<file path="src/rtl/mux8_rr_arbiter.sv">
// rtl/mux8_rr_arbiter.sv - round-robin arbiter and select controller for the 8:1 mux
module mux8_rr_arbiter #(
    parameter int MAX_HOLD = 4
) (
    input  logic       clk,
    input  logic       rst_n,
    input  logic [7:0] req,
    input  logic [7:0] d,
    output logic [7:0] gnt,
    output logic [2:0] sel,
    output logic       gnt_valid,
    output logic       y_q
);

    localparam logic [3:0] HOLD_LIM = 4'(MAX_HOLD);

    typedef enum logic {
        S_IDLE  = 1'b0,
        S_GRANT = 1'b1
    } state_t;

    state_t     r_state, w_state_n;
    logic [2:0] r_ptr, w_ptr_n;
    logic [3:0] r_hold_cnt, w_hold_n;
    logic [7:0] r_gnt, w_gnt_n;
    logic [2:0] r_sel, w_sel_n;
    logic       r_y_q, w_y_n;

    logic [3:0] w_idle_srch;
    logic [3:0] w_rel_srch;
    logic [2:0] w_rel_ptr;
    logic       w_others;
    logic       w_release;

    // Returns {found, index} of the first set bit scanning start, start+1, ... with 3-bit wrap.
    function automatic logic [3:0] f_search(input logic [2:0] start, input logic [7:0] vec);
        logic [3:0] res;
        logic [2:0] idx;
        res = 4'b0;
        for (int i = 7; i >= 0; i--) begin
            idx = start + 3'(i);
            if (vec[idx]) begin
                res = {1'b1, idx};
            end
        end
        return res;
    endfunction

    assign w_rel_ptr   = r_sel + 3'd1;
    assign w_idle_srch = f_search(r_ptr, req);
    assign w_rel_srch  = f_search(w_rel_ptr, req);
    // r_gnt is the one-hot of r_sel while granting, so masking with it isolates competitors.
    assign w_others    = |(req & ~r_gnt);
    assign w_release   = !req[r_sel] || ((r_hold_cnt >= HOLD_LIM) && w_others);

    // Next-state, grant selection and hold counting.
    always_comb begin
        w_state_n = r_state;
        w_ptr_n   = r_ptr;
        w_hold_n  = r_hold_cnt;
        w_gnt_n   = r_gnt;
        w_sel_n   = r_sel;
        w_y_n     = (|r_gnt) ? d[r_sel] : 1'b0;
        case (r_state)
            S_IDLE: begin
                if (w_idle_srch[3]) begin
                    w_state_n = S_GRANT;
                    w_gnt_n   = 8'd1 << w_idle_srch[2:0];
                    w_sel_n   = w_idle_srch[2:0];
                    w_hold_n  = 4'd1;
                end
            end
            S_GRANT: begin
                if (w_release) begin
                    w_ptr_n = w_rel_ptr;
                    if (w_rel_srch[3]) begin
                        w_gnt_n  = 8'd1 << w_rel_srch[2:0];
                        w_sel_n  = w_rel_srch[2:0];
                        w_hold_n = 4'd1;
                    end else begin
                        w_state_n = S_IDLE;
                        w_gnt_n   = 8'd0;
                        w_hold_n  = 4'd0;
                    end
                end else if (r_hold_cnt != 4'd15) begin
                    w_hold_n = r_hold_cnt + 4'd1;
                end
            end
            default: begin
                w_state_n = S_IDLE;
                w_gnt_n   = 8'd0;
            end
        endcase
    end

    // State and registered outputs, cleared asynchronously by reset.
    always_ff @(posedge clk or negedge rst_n) begin
        if (!rst_n) begin
            r_state    <= S_IDLE;
            r_ptr      <= 3'd0;
            r_hold_cnt <= 4'd0;
            r_gnt      <= 8'd0;
            r_sel      <= 3'd0;
            r_y_q      <= 1'b0;
        end else begin
            r_state    <= w_state_n;
            r_ptr      <= w_ptr_n;
            r_hold_cnt <= w_hold_n;
            r_gnt      <= w_gnt_n;
            r_sel      <= w_sel_n;
            r_y_q      <= w_y_n;
        end
    end

    assign gnt       = r_gnt;
    assign sel       = r_sel;
    assign gnt_valid = |r_gnt;
    assign y_q       = r_y_q;

endmodule

</file>
<file path="config.mk">
export PLATFORM = sky130hd
export DESIGN_NAME = mux8_rr_arbiter
export DESIGN_NICKNAME = d
export VERILOG_FILES = /design/src/rtl/mux8_rr_arbiter.sv
export SDC_FILE = /design/constraint.sdc
export NUM_CORES = 1
export LEC_CHECK = 0
export BUFFER_PORTS_ARGS = -buffer_cell sky130_fd_sc_hd__buf_2
export CORE_AREA = 2 2 79 81
export CTS_CLUSTER_DIAMETER = 120
export DETAILED_ROUTE_END_ITERATION = 8
export DIE_AREA = 0 0 81 83
export PLACE_DENSITY = 0.79
export SLEW_MARGIN = 0
export SYNTH_ARGS = -nofsm -noshare
export SYNTH_HDL_FRONTEND = slang
export SYNTH_SLANG_ARGS = --single-unit
</file>
<file path="constraint.sdc">
create_clock -name clk -period 4.4 [get_ports clk]
set_clock_uncertainty 0.2 [all_clocks]
set_input_delay 1.32 -clock clk [delete_from_list [all_inputs] [get_ports clk]]
set_output_delay 1.32 -clock clk [all_outputs]
set_load 0.05 [all_outputs]
</file>
==> run metrics <==
run status=finished clean; RSZ-0062 raised after global routing=false; number of buffers added on ports=30; pre-CTS setup slack=approximately 0.36 ns; Ys Warns=0; Gates resized, CTS repair=0; Req. time, crit path=approximately 4.4 ns; Slew Limit Fails=0; footprint of the multi-input gates=2560 sq um; relative slew slack=between 50% and 60%; most frequent cell after synthesis=nand2_1; Vias/cell=between 7 and 8; Core Region=a little under 6000 sq um; Synth async-reset ratio=100%; RePlAce Congestion=0.970; CTS root buf=clkbuf_8; largest area contributor in the netlist=mux4_2; Initial Util=57.3%; fin worst setup slack=0.424 ns; Mapped Area=~3300 sq um; Nets=a little under 400; Startpoint Class=register; Clk pin slew, worst setup/hold paths=0.08 ns; Cells after Synth=363; Max Cap Viol=0; CTS Buf Count=3; CP max FO=18; drt drc=0; Sink Count=20; Final setup viols=0; pin count of the biggest net entering global routing=27; critical path class=register to register; post-route minimum period=3.98 ns; Synth Register Bits=20; vias in the first global route=a little under 3000; initial antenna violation count=0; Max Root-Sink Buffers=2; HP Class=register to register; global-route wire length before repair=14.7 mm; FP Rows=28; drt total wl=between 8 and 9 mm; DP HPWL=6.35 mm; antenna-violating nets left=0; largest cells by area after synthesis=mux4_2 (20%), dfrtp_1 (15%), mux2i_1 (6.6%); CTS tree=done; register area share after synthesis=15.0%; kind of end point of the critical path=register; Post-CTS Hold Buffers=0; worst path arrival time=3.92 ns; H-tree levels=1; total grt overflow=0; placed inst area=3440 sq um; syn_nets=386; layout cells sized above 1=27.3%; top cell type's share of synthesized area=20.3%; Via Count=3135; Storage cell area=500 sq um; Distinct cells, synth=77; number of hold violations in the final report=0; number of enable flip-flop cells after synthesis=0; Post-CTS Setup Bufs=0; Clock Latency Late Sink=0.26 ns; Vert. Die Dim=83 microns; FMAX=approximately 250 MHz; fin crit share=approximately nine tenths; Routed WL per cell=19.6 microns; Area Overhead vs Synth=5.25%; Top FF cell, synth=dfrtp_1; fillers=between 500 and 600; syn avg cell area=9.19 sq um; most frequent cells after synthesis=nand2_1 (41), mux4_2 (30), mux2i_1 (22), dfrtp_1 (20), buf_2 (19); Total Die Area=slightly below 7000 sq um; post-route cell area=3510 sq um; Global Route Usage Sum=27.1%; IO Pins=31; Setup TNS Final=0 ns; 1st-iter DRT viols=371; antenna diode count=0; DIE WIDTH=81 microns; Slew @ Worst Pin=0.747 ns; drt pass-1 iters=6
## per-layer routing
metal | up-vias | routed length [microns] | GRT usage (%)
li1 | 1419 | - | -
met1 | 1515 | 3620 | 39.0
met2 | 166 | 4330 | 44.2
met3 | 35 | 552 | 2.07
met4 | 0 | 234 | 6.78
met5 | - | 0 | 0
## state kept, by name (all words and copies together) (netlist names)
signal and count:
r_state 1, sel 3, r_hold_cnt 4, gnt 8, r_ptr 3, y_q 1
## per-stage QoR
step | utilization (%) | std cells | hold WS [ns]
2_1_floorplan | - | 363 | 0.313
5_1_grt | 60.3 | 445 | 0.407
4_1_cts | 60.3 | 445 | 0.389
6_report | 60.3 | 445 | 0.386
3_5_place_dp | 59.1 | 441 | 0.366
3_3_place_gp | 59.1 | 441 | 0.341
## worst paths after layout
kind                                  to  cells after the start  slack [ns]   start
worst max-delay path              gnt[6]                      9        0.42  sel[1]
worst min-delay path              gnt[2]                      2        0.39  gnt[2]
worst max register to register    gnt[6]                      9        0.42  sel[1]
worst min register to register    gnt[2]                      2        0.39  gnt[2]
max in group asynchronous       r_ptr[1]                      1        2.89   rst_n
min in group asynchronous         gnt[3]                      1        0.79   rst_n
## layout by cell type (no fill, tap or decap), types with 5 or more instances in the layout
cell / count
mux4_2: 30
nand2_1: 41
mux2i_1: 22
buf_4: 9
o21ai_0: 16
dfrtp_1: 20
nand3_1: 11
buf_2: 30
nor2_1: 18
nor3_1: 5
inv_1: 18
mux2_2: 12
ha_1: 5
o22ai_1: 6
a21oi_1: 11
## layout make-up
| cell class | count | area share (%) |
|---|---|---|
| Clock buffer | 3 | 1.18 |
| Clock inverter | 1 | 0.856 |
| Timing Repair Buffer | 39 | 6.20 |
| Inverter | 18 | 1.93 |
| Tap cell | 75 | 2.67 |
| Multi-Input combinational cell | 289 | 72.9 |
| Sequential cell | 20 | 14.3 |
## cell families (layout without fill, tap and decap cells)
| logic type | after synthesis | count (layout) | synth area share (%) |
|---|---|---|---|
| AND/OR/NAND/NOR | 110 | 110 | 16.5 |
| AO/OA/AOI/OAI | 97 | 97 | 22.6 |
| multiplexers | 67 | 67 | 32.1 |
| buffers and inverters | 54 | 61 | 8.26 |
| flip-flops | 20 | 20 | 15.0 |
| XOR/XNOR | 10 | 10 | 3.68 |
| adder cells (fa/ha/maj) | 5 | 5 | 1.88 |
## worst max-delay path: stages, from the launching register on
cell and delay, ns:
dfrtp_1 0.50, ha_1 0.81, mux4_2 0.68, mux2i_2 0.34
nor2_1 0.07, nor2_1 0.25, a21oi_2 0.12, a311oi_4 0.42
nor2_1 0.11, a221o_1 0.35
Power is not shown: default switching activity piles up to over one toggle a cycle in this logic, so the estimate is an artifact.
